--- src/rtl/dm_pkg.sv ---
// Shared types and helpers for the debug module system bus access master.
package dm_pkg;

    typedef enum logic [2:0] {
        None    = 3'd0,
        Timeout = 3'd1,
        BadAddr = 3'd2,
        Align   = 3'd3,
        Size    = 3'd4
    } sberror_e;

    typedef enum logic [2:0] {
        Idle,
        Read,
        Write,
        WaitRead,
        WaitWrite
    } sba_state_e;

    // Byte enables for a 2^size-byte access at byte offset addr on a width-bit bus.
    function automatic logic [7:0] sba_be(input logic [2:0] addr, input logic [2:0] size,
                                          input int unsigned width);
        logic [7:0] be;
        be = '0;
        for (int unsigned i = 0; i < 8; i++) begin
            if (i < width / 8 && i >= 32'(addr) && i < 32'(addr) + (32'd1 << size)) begin
                be[i] = 1'b1;
            end
        end
        return be;
    endfunction

endpackage

--- src/rtl/dm_sba_lanes.sv ---
// Combinational lane handling for one SBA beat: write replication, byte enables,
// and right-aligned, size-masked read extraction.
module dm_sba_lanes
    import dm_pkg::*;
#(
    parameter int unsigned BusWidth = 32
) (
    input  logic [2:0]            i_offset,
    input  logic [2:0]            i_size,
    input  logic [BusWidth-1:0]   i_wdata,
    input  logic [BusWidth-1:0]   i_rdata,
    output logic [BusWidth-1:0]   o_wdata,
    output logic [BusWidth/8-1:0] o_be,
    output logic [BusWidth-1:0]   o_rdata
);

    localparam int unsigned NumBytes = BusWidth / 8;

    logic [BusWidth-1:0] w_mask;

    always_comb begin
        o_wdata = '0;
        for (int unsigned i = 0; i < NumBytes; i++) begin
            o_wdata[8*i +: 8] = i_wdata[8*(i & ((32'd1 << i_size) - 32'd1)) +: 8];
        end
    end

    assign o_be = (BusWidth/8)'(sba_be(i_offset, i_size, BusWidth));

    // A shift of the full bus width yields zero, so the mask becomes all ones.
    assign w_mask  = (BusWidth'(1) << (32'd8 << i_size)) - BusWidth'(1);
    assign o_rdata = (i_rdata >> {i_offset, 3'b000}) & w_mask;

endmodule

--- src/rtl/dm_sba_ext.sv ---
// System Bus Access master: turns sbaddress/sbdata events into single-beat bus
// requests with size/alignment/response/timeout/busy error reporting.
module dm_sba_ext
    import dm_pkg::*;
#(
    parameter int unsigned BusWidth      = 32,
    parameter int unsigned AddrWidth     = 32,
    parameter int unsigned TimeoutCycles = 0
) (
    input  logic                   clk_i,
    input  logic                   rst_ni,
    input  logic                   dmactive_i,
    output logic                   master_req_o,
    output logic [AddrWidth-1:0]   master_add_o,
    output logic                   master_we_o,
    output logic [BusWidth-1:0]    master_wdata_o,
    output logic [BusWidth/8-1:0]  master_be_o,
    input  logic                   master_gnt_i,
    input  logic                   master_r_valid_i,
    input  logic                   master_r_err_i,
    input  logic [BusWidth-1:0]    master_r_rdata_i,
    input  logic [AddrWidth-1:0]   sbaddress_i,
    input  logic                   sbaddress_write_valid_i,
    input  logic                   sbreadonaddr_i,
    input  logic                   sbautoincrement_i,
    input  logic [2:0]             sbaccess_i,
    input  logic                   sbreadondata_i,
    input  logic [BusWidth-1:0]    sbdata_i,
    input  logic                   sbdata_read_valid_i,
    input  logic                   sbdata_write_valid_i,
    output logic [AddrWidth-1:0]   sbaddress_o,
    output logic [BusWidth-1:0]    sbdata_o,
    output logic                   sbdata_valid_o,
    output logic                   sbbusy_o,
    output logic                   sbbusyerror_o,
    output logic                   sberror_valid_o,
    output logic [2:0]             sberror_o
);

    localparam int unsigned CntW    = (TimeoutCycles == 0) ? 1 : $clog2(TimeoutCycles + 1);
    localparam int unsigned CntLast = (TimeoutCycles == 0) ? 0 : TimeoutCycles - 1;

    sba_state_e            r_state, w_state_nxt;
    logic [AddrWidth-1:0]  r_addr;
    logic [2:0]            r_size;
    logic [BusWidth-1:0]   r_wdata;
    logic [CntW-1:0]       r_cnt;
    logic                  w_launch, w_busy, w_trig_wr, w_trig_rd;
    logic                  w_size_err, w_align_err, w_resp, w_timeout;
    logic [2:0]            w_off;
    logic [BusWidth/8-1:0] w_be;

    assign w_busy      = (r_state != Idle);
    assign w_trig_wr   = sbdata_write_valid_i;
    assign w_trig_rd   = (sbdata_read_valid_i && sbreadondata_i)
                      || (sbaddress_write_valid_i && sbreadonaddr_i);
    assign w_size_err  = (32'd8 << sbaccess_i) > BusWidth;
    assign w_align_err = (64'(sbaddress_i) & ((64'd1 << sbaccess_i) - 64'd1)) != '0;
    assign w_resp      = master_r_valid_i && (r_state == WaitRead || r_state == WaitWrite);
    // The response takes precedence over a timeout landing in the same cycle.
    assign w_timeout   = (TimeoutCycles != 0) && w_busy && !w_resp && (r_cnt == CntW'(CntLast));
    assign w_off       = 3'(r_addr & AddrWidth'(BusWidth / 8 - 1));

    dm_sba_lanes #(
        .BusWidth (BusWidth)
    ) u_lanes (
        .i_offset (w_off),
        .i_size   (r_size),
        .i_wdata  (r_wdata),
        .i_rdata  (master_r_rdata_i),
        .o_wdata  (master_wdata_o),
        .o_be     (w_be),
        .o_rdata  (sbdata_o)
    );

    always_comb begin
        w_state_nxt     = r_state;
        w_launch        = 1'b0;
        master_req_o    = 1'b0;
        sbdata_valid_o  = 1'b0;
        sbbusyerror_o   = 1'b0;
        sberror_valid_o = 1'b0;
        sberror_o       = None;
        sbaddress_o     = sbaddress_i;
        if (!dmactive_i) begin
            w_state_nxt = Idle;
        end else begin
            unique case (r_state)
                Idle: begin
                    if (w_trig_wr || w_trig_rd) begin
                        if (w_size_err) begin
                            sberror_valid_o = 1'b1;
                            sberror_o       = Size;
                        end else if (w_align_err) begin
                            sberror_valid_o = 1'b1;
                            sberror_o       = Align;
                        end else begin
                            w_launch    = 1'b1;
                            w_state_nxt = w_trig_wr ? Write : Read;
                        end
                    end
                end
                Read, Write: begin
                    if (w_timeout) begin
                        sberror_valid_o = 1'b1;
                        sberror_o       = Timeout;
                        w_state_nxt     = Idle;
                    end else begin
                        master_req_o = 1'b1;
                        if (master_gnt_i) begin
                            w_state_nxt = (r_state == Read) ? WaitRead : WaitWrite;
                        end
                    end
                end
                WaitRead, WaitWrite: begin
                    if (w_resp) begin
                        w_state_nxt = Idle;
                        if (master_r_err_i) begin
                            sberror_valid_o = 1'b1;
                            sberror_o       = BadAddr;
                        end else begin
                            sbdata_valid_o = (r_state == WaitRead);
                            if (sbautoincrement_i) begin
                                sbaddress_o = r_addr + AddrWidth'(64'd1 << r_size);
                            end
                        end
                    end else if (w_timeout) begin
                        sberror_valid_o = 1'b1;
                        sberror_o       = Timeout;
                        w_state_nxt     = Idle;
                    end
                end
                default: w_state_nxt = Idle;
            endcase
            if (w_busy && (sbaddress_write_valid_i || sbdata_read_valid_i || sbdata_write_valid_i)) begin
                sbbusyerror_o = 1'b1;
            end
        end
    end

    always_ff @(posedge clk_i or negedge rst_ni) begin
        if (!rst_ni) begin
            r_state <= Idle;
            r_addr  <= '0;
            r_size  <= '0;
            r_wdata <= '0;
            r_cnt   <= '0;
        end else begin
            r_state <= w_state_nxt;
            if (w_launch) begin
                r_addr  <= sbaddress_i;
                r_size  <= sbaccess_i;
                r_wdata <= sbdata_i;
            end
            if (w_launch || w_state_nxt == Idle) begin
                r_cnt <= '0;
            end else begin
                r_cnt <= r_cnt + 1'b1;
            end
        end
    end

    assign master_add_o = r_addr;
    assign master_we_o  = (r_state == Write);
    assign master_be_o  = master_req_o ? w_be : '0;
    assign sbbusy_o     = w_busy;

endmodule

--- config.mk ---
export PLATFORM = sky130hd
export DESIGN_NAME = dm_sba_ext
export DESIGN_NICKNAME = d
export VERILOG_FILES = /design/src/rtl/dm_pkg.sv /design/src/rtl/dm_sba_lanes.sv /design/src/rtl/dm_sba_ext.sv
export SDC_FILE = /design/constraint.sdc
export NUM_CORES = 1
export LEC_CHECK = 0
export BUFFER_PORTS_ARGS = -buffer_cell sky130_fd_sc_hd__buf_2
export CAP_MARGIN = 20
export CORE_MARGIN = 1.5
export CORE_UTILIZATION = 52
export CTS_CLUSTER_SIZE = 20
export DETAILED_ROUTE_END_ITERATION = 12
export MAX_ROUTING_LAYER = met4
export PLACE_DENSITY = 0.91
export RECOVER_POWER = 25
export SETUP_SLACK_MARGIN = 0.02
export SYNTH_ARGS = -nofsm -noshare
export SYNTH_HDL_FRONTEND = slang
export SYNTH_HIERARCHICAL = 1
export SYNTH_SLANG_ARGS = --single-unit
--- constraint.sdc ---
create_clock -name clk_i -period 4.51 [get_ports clk_i]
set_input_delay 0 -clock clk_i [delete_from_list [all_inputs] [get_ports clk_i]]
set_output_delay 0 -clock clk_i [all_outputs]
set_load 0.02 [all_outputs]
Word-level counts from Yosys, hierarchy flattened
Cells that the tools add are included.
Word-level totals
  register bits: 70
  input bits: 111
Cells by class
  add/subtract/negate cells: 5
  order comparisons: 9
  equality and inequality tests: 9
  shift-type cells: 10
  muxes and demuxes: 46
  bitwise operators: 2
  reduce and logical (&&, ||, !) cells: 19
Operator list (number)
  $mux W32: 5
  $and A32 B64 Y64: 1
  $lt A1 B32 Y1 const A: 2
  $lt A2 B32 Y1 const A: 2
  $reduce_bool A64 Y1: 1
  $shiftx A32 B6 Y8: 2
  $shl A1 B3 Y32 const A: 2
  $shl A1 B3 Y64 const A: 1
  $shl A4 B3 Y32 const A: 2
  $sub A64 B1 Y64 const B: 1
  $mux W3: 11
  $add A2 B32 Y32: 1
  $add A32 B32 Y32: 1
  $and A32 B32 Y32: 1
  $gt A32 B6 Y1 const B: 1
  $shiftx A32 B5 Y8: 1
  $shl A1 B32 Y32 const A: 1
  $shr A32 B5 Y32: 1
  $sub A32 B2 Y32 const B: 1
  $mux W1: 23
  $ne A3 B3 Y1 const B: 5
  $pmux W3 S3: 1
  $logic_and A1 B1 Y1: 8
  $eq A3 B2 Y1 const B: 2
  14 further kinds: 23

Depth between registers and ports, before layout
  word-level depth: 9
  gate-level depth with buffers: 12

Hierarchy
Netlist, hierarchy kept.
Modules (own cells, without submodules)
  dm_sba_ext: instances 1, cells an instance 437, area each 4423.0 um2, sequential area each 1751.7 um2
  dm_sba_lanes: instances 1, cells an instance 171, area each 1280.0 um2, sequential area each 0.0 um2

Worst setup path before layout
No wires, ideal clock.
  path kind: reg-to-output
  from: register r_size[1]
  to: output sbaddress_o[20]
  arrival: 2.929 ns
  required time: 4.510 ns
  slack: 1.581 ns
  cell stages (with the launch flop): 10
  buffers on the path: 1
  cells stage by stage: dfrtp_1 -> or3b_2 -> fa_1 -> nor2b_1 -> o311a_1 -> o21ba_2 -> clkbuf_1 -> nand4_1 -> xor2_1 -> o21ai_0
On the way
  cells in the longest elaborated chain, start to end: 7
RTL lines
  start, declared: line dm_sba_ext.sv:45  | logic [2:0] r_size;
  start signal, assigned: line dm_sba_ext.sv:152  | r_size <= sbaccess_i;
  $shl A1 B3 Y32: line dm_sba_ext.sv:124  | sbaddress_o = r_addr + AddrWidth'(64'd1 << r_size);
  $add A32 B32 Y32: line dm_sba_ext.sv:124
  $mux W32: line dm_sba_ext.sv:123  | if (sbautoincrement_i) begin
  $mux W32: line dm_sba_ext.sv:118  | if (master_r_err_i) begin
  $mux W32: line dm_sba_ext.sv:116  | if (w_resp) begin
  $mux W32: line dm_sba_ext.sv:88  | unique case (r_state)
  $mux W32: line dm_sba_ext.sv:85  | if (!dmactive_i) begin
  end, declared: line dm_sba_ext.sv:31  | output logic [AddrWidth-1:0] sbaddress_o,
No other way between the ends.

Final worst setup path
  from: register r_size[0]
  to: output sbaddress_o[31]
The elaborated chain is that of the path after synthesis.

==> out/metrics.csv <==
metric;value;unit
cap_violations;1;
ys_warn_count;6;
clk_latency;0.35;ns
htreeDepth;3;
core-area;0.01075;sq mm
peakVddDrop;250.3;uV
synth_area;0.005703;sq mm
synth_top_cell_area_share;30.72;%
fillers;781;
ios;252;
synth_edf_count;0;
routed_wl;18310;um
finalSetupTns;0;ns
cts_max_path_buffers;2;
critPathArrivalTime;3.89;ns
gp_congestion;0.9256;
first_global_vias;5787;
post_cts_buffers;0;
routedWlPerCell;17.41;um
grt_max_degree;71;
die_w;107.7;um
yosysMostFrequentCell;dfrtp_1;
rrSetupSlack;2.20;ns
fin_skew;0.01233;ns
row_count;38;
required;4.51;ns
synth.distinct_cells;64;
clock_sinks;70;
rsz0062_at_grt;false;
num_vias;5948;
die_area;0.01160;sq mm
violations;capacitance limit, slew limit;
crit_fanout;21;
syn2layout_area_growth;36.46;%
cts_tree;done;
worstHoldPathType;input pin to flip-flop;
hold_slack;0.05754;ns
cp-start-kind;flip-flop;
die_h;107.7;um
design_area;0.007782;sq mm
cts_made_buffers;9;
synth.area.top_cells;dfrtp_1 (31%), mux2_4 (9.5%), mux2_2 (9.1%);
grt_pass1_wl;27880;um
antenna_found_initial;0;
finalMaxSlewViolations;71;
dr.pass1.iters;5;
status;finished with violations;
layout_setup_ws;0.6152;ns
maxSlewHeadroom;-18.57;%
yosys.area.top_type;dfrtp_1;
drive_gt1_share;35.86;%
syn_inst;608;
hpwl;12040;um
critPathKind;flip-flop to output port;
clock-root-buffer;clkbuf_8;
nets;1033;
finalCritPeriodShare;86.36;%
fin_crit;3.895;ns
viasPerCell;5.654;
p_per_area;347.0;mW/mm^2
grt_usage;31.14;%
tightestPinTransition;1.778;ns
p_leak;4.056;nW
io_buffer_count;251;
syn_area_per_cell;9.380;sq um
fmax;256.8;MHz
finalPower;2.701;mW
preCtsSetupSlack;1.140;ns
hold_viol;0;
postRouteAntennaNets;0;
route.detailed.drc;0;
placed_cell_area;0.006954;sq mm
gr-total-overflow;0;
ys_seq_area_share;30.72;%
setup_viol;0;
ys.flop_type;dfrtp_1;
ys_ff_latch;70;
clk_pin_slew;0.08;ns
synthArstFlopShare;100.0;%
synth_commonest_cells;dfrtp_1 (70), nand2_1 (63), o21ai_0 (47);
critPathCaptureType;output port;
initial_core_util;53.07;%
drt-initial-drc-count;348;
antenna_cells_inserted;0;
## logic make-up after synthesis
group	share of synthesized area (%)
XOR/XNOR	4.914
flip-flops	30.72
other	0.1317
adder cells (fa/ha/maj)	3.423
AO/OA/AOI/OAI	14.24
buffers and inverters	5.331
AND/OR/NAND/NOR	18.12
multiplexers	23.12
## routing by layer
layer  global-route usage (%)  vias up  wire length [um]
li1                         -     2771                 -
met1                    34.93     2828              7210
met2                    54.82      303              9331
met3                    5.630       46              1283
met4                    12.50        0               486
met5                        -        -                 0
## stage by stage
stage	std cells	util (%)
2_1_floorplan	614	-
3_3_place_gp	967	64.72
3_5_place_dp	967	64.72
4_1_cts	1052	72.89
5_1_grt	1052	72.43
6_report	1052	72.43
## path summary, 6_finish.rpt
kind,from,end,cells past startpoint
worst max register to register,r_state[0],r_wdata[22],4
worst max-delay path,r_size[0],sbaddress_o[31],11
max in group asynchronous,rst_ni,r_wdata[7],3
min in group asynchronous,rst_ni,master_add_o[0],3
worst min register to register,r_wdata[21],r_wdata[21],1
worst min-delay path,sbaccess_i[0],r_size[0],2
## state kept, by name, indices dropped and copies added, names as in the netlist
| signal | count |
|---|---|
| master_add_o | 32 |
| r_size | 3 |
| r_state | 3 |
| r_wdata | 32 |
## worst max-delay path, cell delays in order (launching register included)
cell       delay, ns
dfrtp_1         0.33
buf_4           0.32
or3b_2          0.52
inv_1           0.08
ha_1            0.21
a21oi_1         0.19
nor2_1          0.09
o2111ai_1       0.83
a2111oi_0       0.30
xnor2_1         0.19
o21ai_0         0.26
buf_2           0.24
## final cells by class
type                       count  area [sq um]  share of cell area [%]
clock inverter                 7         63.81                  0.8199
timing repair buffer         325          1934                   24.86
tap                          140         175.2                   2.251
inverter                      15         56.30                  0.7235
multi-input combinational    486          3677                   47.25
sequential                    70          1752                   22.51
clock buffer                   9         123.9                   1.592
## cells in the final DEF, fill, tap and decap left out, types with 15 or more instances in the layout
cell	count
and2_1	19
dlygate4sd3_1	69
o21ai_0	47
nor2_1	27
a21oi_1	26
clkbuf_1	38
mux2_2	46
buf_2	213
mux2_4	36
mux2i_1	26
nand2_1	62
inv_1	15
xnor2_1	16
xor2_1	16
a211oi_1	19
dfrtp_1	70
## power by group
| group | total, mW | switching (mW) | internal (mW) |
|---|---|---|---|
| logic | 1.30 | 0.735 | 0.561 |
| clock network | 0.497 | 0.285 | 0.212 |
| registers | 0.908 | 0.157 | 0.751 |
| total | 2.70 | 1.18 | 1.52 |
## what timing repair did
action                    4_1_cts  5_1_grt
hold endpoints to repair      137        0
hold buffers                   69        0
resized for setup               0        0
No activity file was read; power rests on OpenSTA's default activity.
